==> src/rtl/lampFPU_pkg.sv <==
// Shared lampFPU definitions for the square-root controller:
// float constants, controller FSM state and rounding helper.
package lampFPU_pkg;

  localparam int unsigned LAMP_BIAS = 127;
  localparam logic [15:0] LAMP_QNAN = 16'h7FC0;
  localparam logic [15:0] LAMP_INF  = 16'h7F80;

  typedef enum logic [1:0] {
    S_IDLE,
    S_ISSUE,
    S_WAIT,
    S_PACK
  } sqrt_state_e;

  function automatic logic rne_up(
    input logic lsb,
    input logic g,
    input logic s
  );
    return g & (s | lsb);
  endfunction

endpackage

==> src/rtl/lamp_fpu_sqrt_norm_round.sv <==
// Normalizes the fractional core result, rounds to nearest-even
// and packs a LAMP float, or passes a pre-resolved special through.
module lamp_fpu_sqrt_norm_round
  import lampFPU_pkg::*;
#(
  parameter int unsigned EW = 8,
  parameter int unsigned FW = 7
) (
  input  logic [2*(1+FW)-1:0] res_i,
  input  logic [EW:0]         eb_i,
  input  logic                spec_i,
  input  logic [EW+FW:0]      spec_res_i,
  output logic [EW+FW:0]      result_o
);

  localparam int unsigned RW = 2 * (1 + FW);
  localparam logic [EW:0] ONE = (EW + 1)'(1);

  logic [RW-1:0] n;
  logic [EW:0]   e;
  logic [EW:0]   e_r;
  logic [FW:0]   f_r;
  logic          up;
  logic          unused_nr;

  always_comb begin
    n = res_i[RW-1] ? res_i : (res_i << 1);
    e = res_i[RW-1] ? eb_i : eb_i - ONE;
    up = rne_up(n[FW+1], n[FW], |n[FW-1:0]);
    // carry out of the fraction lands in f_r[FW] and bumps the exponent
    f_r = {1'b0, n[RW-2:FW+1]} + {{FW{1'b0}}, up};
    e_r = e + {{EW{1'b0}}, f_r[FW]};
    result_o = spec_i ? spec_res_i
                      : {1'b0, e_r[EW-1:0], f_r[FW-1:0]};
    unused_nr = n[RW-1] ^ e_r[EW];
  end

endmodule

==> src/rtl/lamp_fpu_sqrt_ctrl.sv <==
// Operation-level controller for the lampFPU sqrt / inverse-sqrt path:
// special-operand handling, core handshake, timeout and result packing.
module lamp_fpu_sqrt_ctrl
  import lampFPU_pkg::*;
#(
  parameter int unsigned LAMP_FLOAT_E_DW = 8,
  parameter int unsigned LAMP_FLOAT_F_DW = 7,
  parameter int unsigned CORE_TIMEOUT    = 64
) (
  input  logic                                   clk,
  input  logic                                   rst,
  input  logic                                   doSqrt_i,
  input  logic                                   doInvSqrt_i,
  input  logic [LAMP_FLOAT_E_DW+LAMP_FLOAT_F_DW:0] op_i,
  output logic                                   busy_o,
  output logic [LAMP_FLOAT_E_DW+LAMP_FLOAT_F_DW:0] result_o,
  output logic                                   valid_o,
  output logic                                   invalid_o,
  output logic                                   divZero_o,
  output logic                                   timeout_o,
  output logic                                   core_doSqrt_o,
  output logic                                   core_doInvSqrt_o,
  output logic [LAMP_FLOAT_F_DW:0]               core_s_o,
  input  logic [2*LAMP_FLOAT_F_DW+1:0]           core_result_i,
  input  logic                                   core_valid_i
);

  localparam int unsigned EW  = LAMP_FLOAT_E_DW;
  localparam int unsigned FW  = LAMP_FLOAT_F_DW;
  localparam int unsigned W   = 1 + EW + FW;
  localparam int unsigned RW  = 2 * (1 + FW);
  localparam int unsigned EBW = EW + 1;
  localparam int unsigned CW  = $clog2(CORE_TIMEOUT) + 1;

  localparam logic [W-1:0]   QNAN  = W'(LAMP_QNAN);
  localparam logic [W-1:0]   INF   = W'(LAMP_INF);
  localparam logic [EBW-1:0] EOFS  = EBW'(LAMP_BIAS + 1);
  localparam logic [EBW-1:0] ETOP  = EBW'(2 * LAMP_BIAS);
  localparam logic [CW-1:0]  CLAST = CW'(CORE_TIMEOUT - 1);
  localparam logic [CW-1:0]  CONE  = CW'(1);

  sqrt_state_e    state_q;
  logic           busy_q, valid_q, cdo_q, cdi_q;
  logic           inv_o_q, dz_o_q, to_o_q;
  logic [W-1:0]   result_q;
  logic [FW:0]    s_q;
  logic [EBW-1:0] eb_q;
  logic [RW-1:0]  cres_q;
  logic [CW-1:0]  cnt_q;
  logic           spec_q, fi_q, fdz_q, fto_q;
  logic [W-1:0]   sres_q;

  logic           sgn, nan, zro, inf, start, inv;
  logic           spec, f_inv, f_dz;
  logic [EW-1:0]  ex;
  logic [FW-1:0]  fr;
  logic [W-1:0]   sres;
  logic [FW:0]    s_n;
  logic [EBW-1:0] half, eb_n;
  logic [W-1:0]   pack_res;

  always_comb begin
    sgn   = op_i[W-1];
    ex    = op_i[W-2:FW];
    fr    = op_i[FW-1:0];
    nan   = (&ex) & (|fr);
    inf   = (&ex) & ~(|fr);
    zro   = ~(|ex);
    start = doSqrt_i | doInvSqrt_i;
    inv   = ~doSqrt_i;
    spec  = 1'b1;
    f_inv = 1'b0;
    f_dz  = 1'b0;
    sres  = QNAN;
    // denormals share the zero path, keeping their sign
    if (nan) f_inv = 1'b1;
    else if (zro && inv) begin
      sres = INF;
      f_dz = 1'b1;
    end
    else if (zro) sres = {sgn, {(W-1){1'b0}}};
    else if (sgn) f_inv = 1'b1;
    else if (inf) sres = inv ? '0 : INF;
    else spec = 1'b0;
    s_n  = ex[0] ? {1'b1, fr} : {2'b01, fr[FW-1:1]};
    half = ({1'b0, ex} + EOFS) >> 1;
    eb_n = inv ? ETOP - half : half;
  end

  lamp_fpu_sqrt_norm_round #(
    .EW(EW),
    .FW(FW)
  ) u_norm_round (
    .res_i     (cres_q),
    .eb_i      (eb_q),
    .spec_i    (spec_q),
    .spec_res_i(sres_q),
    .result_o  (pack_res)
  );

  always_ff @(posedge clk or negedge rst) begin
    if (!rst) begin
      state_q  <= S_IDLE;
      busy_q   <= 1'b0;
      valid_q  <= 1'b0;
      cdo_q    <= 1'b0;
      cdi_q    <= 1'b0;
      inv_o_q  <= 1'b0;
      dz_o_q   <= 1'b0;
      to_o_q   <= 1'b0;
      result_q <= '0;
      s_q      <= '0;
      eb_q     <= '0;
      cres_q   <= '0;
      cnt_q    <= '0;
      spec_q   <= 1'b0;
      fi_q     <= 1'b0;
      fdz_q    <= 1'b0;
      fto_q    <= 1'b0;
      sres_q   <= '0;
    end else begin
      valid_q <= 1'b0;
      cdo_q   <= 1'b0;
      cdi_q   <= 1'b0;
      unique case (state_q)
        S_IDLE: begin
          if (start) begin
            busy_q <= 1'b1;
            spec_q <= spec;
            sres_q <= sres;
            fi_q   <= f_inv;
            fdz_q  <= f_dz;
            fto_q  <= 1'b0;
            cnt_q  <= '0;
            if (spec) begin
              state_q <= S_PACK;
            end else begin
              state_q <= S_ISSUE;
              s_q     <= s_n;
              eb_q    <= eb_n;
              cdo_q   <= ~inv;
              cdi_q   <= inv;
            end
          end
        end
        S_ISSUE: state_q <= S_WAIT;
        S_WAIT: begin
          if (core_valid_i) begin
            cres_q  <= core_result_i;
            state_q <= S_PACK;
          end else if (cnt_q == CLAST) begin
            spec_q  <= 1'b1;
            sres_q  <= QNAN;
            fi_q    <= 1'b1;
            fto_q   <= 1'b1;
            state_q <= S_PACK;
          end else begin
            cnt_q <= cnt_q + CONE;
          end
        end
        S_PACK: begin
          result_q <= pack_res;
          inv_o_q  <= fi_q;
          dz_o_q   <= fdz_q;
          to_o_q   <= fto_q;
          valid_q  <= 1'b1;
          busy_q   <= 1'b0;
          state_q  <= S_IDLE;
        end
        default: state_q <= S_IDLE;
      endcase
    end
  end

  assign busy_o           = busy_q;
  assign result_o         = result_q;
  assign valid_o          = valid_q;
  assign invalid_o        = inv_o_q;
  assign divZero_o        = dz_o_q;
  assign timeout_o        = to_o_q;
  assign core_doSqrt_o    = cdo_q;
  assign core_doInvSqrt_o = cdi_q;
  assign core_s_o         = s_q;

endmodule
==> config.mk <==
export PLATFORM = sky130hd
export DESIGN_NAME = lamp_fpu_sqrt_ctrl
export DESIGN_NICKNAME = d
export VERILOG_FILES = /design/src/rtl/lampFPU_pkg.sv /design/src/rtl/lamp_fpu_sqrt_norm_round.sv /design/src/rtl/lamp_fpu_sqrt_ctrl.sv
export SDC_FILE = /design/constraint.sdc
export NUM_CORES = 1
export LEC_CHECK = 0
export CORE_ASPECT_RATIO = 0.9
export CORE_MARGIN = 2
export CORE_UTILIZATION = 40
export CTS_BUF_LIST = sky130_fd_sc_hd__clkbuf_8 sky130_fd_sc_hd__clkbuf_16
export DETAILED_ROUTE_END_ITERATION = 7
export GPL_TIMING_DRIVEN = 0
export SYNTH_ARGS = -nofsm -noshare
export SYNTH_HDL_FRONTEND = slang
export SYNTH_SLANG_ARGS = --single-unit
export TNS_END_PERCENT = 10
==> constraint.sdc <==
create_clock -name clk -period 3.6 [get_ports clk]
set_clock_uncertainty 0.05 [all_clocks]
set_input_delay 0.36 -clock clk [delete_from_list [all_inputs] [get_ports clk]]
set_output_delay 0.36 -clock clk [all_outputs]
set_load 0.01 [all_outputs]
==> flow_results.xml <==
<?xml version="1.0" encoding="UTF-8"?>
<metrics>
  <group name="cells_and_area">
    <metric name="number_of_antenna_cells_inserted" unit="">0</metric>
    <metric name="layout_commonest_cell" unit="">dfrtp_1</metric>
    <metric name="multi_input_area" unit="mm^2">0.001869</metric>
    <metric name="final_nets" unit="">501</metric>
    <metric name="final_util" unit="%">52.93</metric>
    <metric name="sequential_cell_area" unit="mm^2">0.001777</metric>
    <metric name="most-common-layout-cells" unit="">71 x dfrtp_1, 64 x clkdlybuf4s50_1, 41 x nand2_1</metric>
    <metric name="nFillCells" unit="">857</metric>
    <metric name="syn_to_final_growth" unit="%">28.15</metric>
    <metric name="layout-drive-gt1-share" unit="%">10.89</metric>
  </group>
  <group name="synthesis">
    <metric name="synth-edff-count" unit="">0</metric>
    <metric name="yosys_register_bits" unit="">71</metric>
    <metric name="ys_types" unit="">57</metric>
    <metric name="synthCells" unit="">376</metric>
    <metric name="post-synth-top-area-cell" unit="">dfrtp_1</metric>
    <metric name="ys.warnings.count" unit="">0</metric>
    <metric name="synth_seq_area_share" unit="%">47.14</metric>
    <metric name="synth.net_count" unit="">423</metric>
    <metric name="syn_area_per_cell" unit="um^2">10.02</metric>
    <metric name="syn-cell-area" unit="mm^2">0.003769</metric>
    <metric name="flip_flop_cell_with_the_highest_count_after_synthesis" unit="">dfrtp_1</metric>
    <metric name="asyncSetResetFlopFracSynth" unit="%">100.0</metric>
    <metric name="synth.top_cell.area_share" unit="%">47.14</metric>
    <metric name="synth_top_cells_by_area" unit="">dfrtp_1 47%, mux2_2 7.2%, nand2_1 4.1%</metric>
  </group>
  <group name="power">
    <metric name="ir_worst_vdd" unit="mV">0.4169</metric>
    <metric name="power.leakage" unit="nW">2.000</metric>
    <metric name="power_density_over_the_cells" unit="mW/mm^2">767.2</metric>
  </group>
  <group name="sta">
    <metric name="post-route-min-period" unit="ps">3294</metric>
    <metric name="finalCritPeriodShare" unit="%">91.51</metric>
    <metric name="hold_viol_final" unit="">0</metric>
    <metric name="maxSlewHeadroom" unit="%">57.89</metric>
    <metric name="tightestPinTransition" unit="ps">625.1</metric>
    <metric name="finalSetupViolCount" unit="">0</metric>
    <metric name="grt_setup_unrepaired" unit="">no</metric>
    <metric name="achievable-frequency" unit="MHz">303.6</metric>
    <metric name="timing.final.max_slew_violations" unit="">0</metric>
    <metric name="layout_setup_ws" unit="ps">305.8</metric>
    <metric name="hold-worst-slack" unit="ps">417.0</metric>
  </group>
  <group name="route">
    <metric name="drt-initial-drc-count" unit="">85</metric>
    <metric name="postRouteWirelength" unit="um">8671</metric>
    <metric name="detail_route.vias_per_cell" unit="">5.275</metric>
    <metric name="firstDrtPassIters" unit="">4</metric>
    <metric name="drc" unit="">0</metric>
    <metric name="route.antenna.remaining_nets" unit="">0</metric>
    <metric name="wl_per_cell" unit="um">14.92</metric>
    <metric name="vias" unit="">3065</metric>
  </group>
  <group name="floorplanning">
    <metric name="initial_utilization" unit="%">41.30</metric>
    <metric name="die_ht" unit="um">96.09</metric>
    <metric name="core-area" unit="mm^2">0.009125</metric>
    <metric name="std_cell_rows" unit="">33</metric>
    <metric name="floorplan.die_area" unit="mm^2">0.01022</metric>
    <metric name="ios" unit="">68</metric>
    <metric name="chipWidth" unit="um">106.3</metric>
  </group>
  <group name="hold_path">
    <metric name="worst_hold_path_type" unit="">in -&gt; async</metric>
  </group>
  <group name="setup_path">
    <metric name="worst_ep_required_time" unit="ps">3830</metric>
    <metric name="timing.critical_path.max_delay_family" unit="">buffers and inverters</metric>
    <metric name="timing.critical_path.slowest_cell_delay" unit="ps">410</metric>
    <metric name="crit_path_launch_type" unit="">flop</metric>
    <metric name="crit_end" unit="">result_o[6]$_DFFE_PN0P_</metric>
    <metric name="critPathArrivalTime" unit="ps">3520</metric>
    <metric name="worst-path-max-fanout" unit="">10</metric>
    <metric name="timing.rr.end" unit="">result_o[6]$_DFFE_PN0P_</metric>
    <metric name="worstPathBufferInverterCount" unit="">3</metric>
    <metric name="reg2reg_slack" unit="ps">310</metric>
    <metric name="r2r-start" unit="">cres_q[15]$_DFFE_PN0P_</metric>
    <metric name="timing.critical_path.cells" unit="">clkbuf_1 &gt; clkbuf_1 &gt; clkbuf_1 &gt; mux2_2 &gt; ha_1 &gt; and3_1 &gt; nand3b_1 &gt; mux2_2 &gt; o311ai_0 &gt; o21a_1</metric>
    <metric name="timing.critical_path.from" unit="">cres_q[15]$_DFFE_PN0P_</metric>
    <metric name="rr_worst_depth" unit="">10</metric>
    <metric name="category_of_the_worst_setup_path_capture_point" unit="">flop</metric>
    <metric name="slowest_stage" unit="">clkbuf_1</metric>
    <metric name="crit_type" unit="">reg -&gt; reg</metric>
    <metric name="critical-path-top-cell-by-count" unit="">clkbuf_1</metric>
    <metric name="path_depth" unit="">10</metric>
  </group>
  <group name="grt">
    <metric name="first_pass_grt_wire_length" unit="um">14690</metric>
    <metric name="gr-usage-all-layers" unit="%">18.23</metric>
    <metric name="first_global_vias" unit="">2998</metric>
    <metric name="largest_net_degree_at_the_start_of_global_routing" unit="">47</metric>
    <metric name="grt-ovfl-total" unit="">0</metric>
    <metric name="initial_antenna_violation_count" unit="">0</metric>
  </group>
  <group name="clock_tree">
    <metric name="htree_levels" unit="">3</metric>
    <metric name="clk_pin_slew_worst_paths" unit="ps">80</metric>
    <metric name="insertion_delay" unit="ps">340</metric>
    <metric name="cts_tree" unit="">done</metric>
    <metric name="tritoncts.num_buffers" unit="">9</metric>
    <metric name="numClockSinks" unit="">71</metric>
    <metric name="clock_tree.buffer_depth" unit="">2</metric>
    <metric name="clock-root-buffer" unit="">clkbuf_8</metric>
  </group>
  <group name="run">
    <metric name="cap_viol_max_count" unit="">0</metric>
  </group>
  <group name="place">
    <metric name="buffer_ports.inserted" unit="">65</metric>
    <metric name="placement.setup.worst_slack" unit="ps">286.7</metric>
    <metric name="dp_hpwl" unit="um">6482</metric>
    <metric name="globalplace.congestion" unit="">0.8572</metric>
  </group>
  <group name="run_status">
    <metric name="run_status" unit="">completed</metric>
  </group>
</metrics>
[power breakdown]
| group | leakage, nW | internal, W | switching, W | total [W] |
|---|---|---|---|---|
| clock | 0.114 | 0.000407 | 0.000299 | 0.000705 |
| sequential | 0.869 | 0.00110 | 0.000233 | 0.00133 |
| combinational | 1.02 | 0.000818 | 0.000852 | 0.00167 |
| total | 2.00 | 0.00232 | 0.00138 | 0.00371 |
[worst min path at each step]
| stage | startpoint | to | slack, ps | cells after the start |
|---|---|---|---|---|
| floorplan | rst | busy_o$_DFFE_PN0P_ | 10 | 0 |
| global placement | fdz_q$_DFFE_PN0P_ | fdz_q$_DFFE_PN0P_ | 400 | 2 |
| detailed placement | rst | result_o[13]$_DFFE_PN0P_ | 250 | 1 |
| CTS | rst | result_o[13]$_DFFE_PN0P_ | 410 | 2 |
| global route | rst | result_o[13]$_DFFE_PN0P_ | 440 | 2 |
| finish | rst | result_o[13]$_DFFE_PN0P_ | 420 | 2 |
[metrics by stage]
| stage | cell area, um^2 | cells | total power [W] | setup TNS [ps] |
|---|---|---|---|---|
| 5_1_grt | 4830 | 581 | 0.004004 | 0 |
| 3_5_place_dp | 4597 | 564 | 0.003025 | 0 |
| 4_1_cts | 4830 | 581 | 0.003762 | 0 |
| 6_report | 4830 | 581 | 0.003705 | 0 |
| 3_3_place_gp | 4572 | 563 | 0.002975 | -26000 |
| 2_1_floorplan | 3769 | 376 | 0.002406 | 0 |
[state kept, by name (all words and copies together), names as in the netlist]
signal and cells:
cnt_q 7, fdz_q 1, fi_q 1, core_doInvSqrt_o 1, eb_q 8, fto_q 1
timeout_o 1, state_q 2, core_s_o 8, busy_o 1, cres_q 16, sres_q 3
core_doSqrt_o 1, divZero_o 1, invalid_o 1, result_o 16, valid_o 1, spec_q 1
[layout make-up]
cell class,count,share of cell area [%]
clock buffer,10,2.850
sequential,71,36.79
multi-input combinational,275,38.70
buffer,18,1.606
tap,122,3.161
timing repair buffer,67,14.20
inverter,12,0.9326
clock inverter,6,1.762
[repair_timing]
action                                 in CTS  in global routing
buffers inserted                            0                  0
gates resized for setup                     0                  0
endpoints found under the hold margin      25                  0
hold buffers                                1                  0
[synth_stat cells, types with 5 or more instances]
cell type / count
a21oi_1: 15
a31oi_1: 9
clkbuf_1: 14
dfrtp_1: 71
ha_1: 10
inv_1: 11
mux2_2: 24
mux2i_1: 8
nand2_1: 41
nand2b_1: 7
nand3_1: 7
nand4_1: 5
nor2_1: 24
nor3_1: 6
nor4_1: 6
o21ai_0: 26
xnor2_1: 14
xor2_1: 5
[logic make-up after synthesis]
kind of cell | share of synthesized area (%)
simple gates | 16.70
compound gates | 15.87
mux | 9.296
buf+inv | 3.253
xor+xnor | 4.416
flops | 47.14
fa+ha+maj | 3.320
[worst reg2reg max path, stage by stage, from the launching register on]
cell,delay (ps)
dfrtp_1,360
clkbuf_1,350
clkbuf_1,330
clkbuf_1,410
mux2_2,390
ha_1,240
and3_1,210
nand3b_1,90
mux2_2,330
o311ai_0,290
o21a_1,170
[metal layers]
metal | global-route usage [%] | part of all wire (%) | up-vias
met5 | 0 | 0 | -
met4 | 5.373 | 0.77 | 0
met3 | 3.250 | 3.1 | 8
met2 | 29.86 | 46 | 46
met1 | 24.94 | 50 | 1483
li1 | - | - | 1528
(Power assumes the default switching activity.)
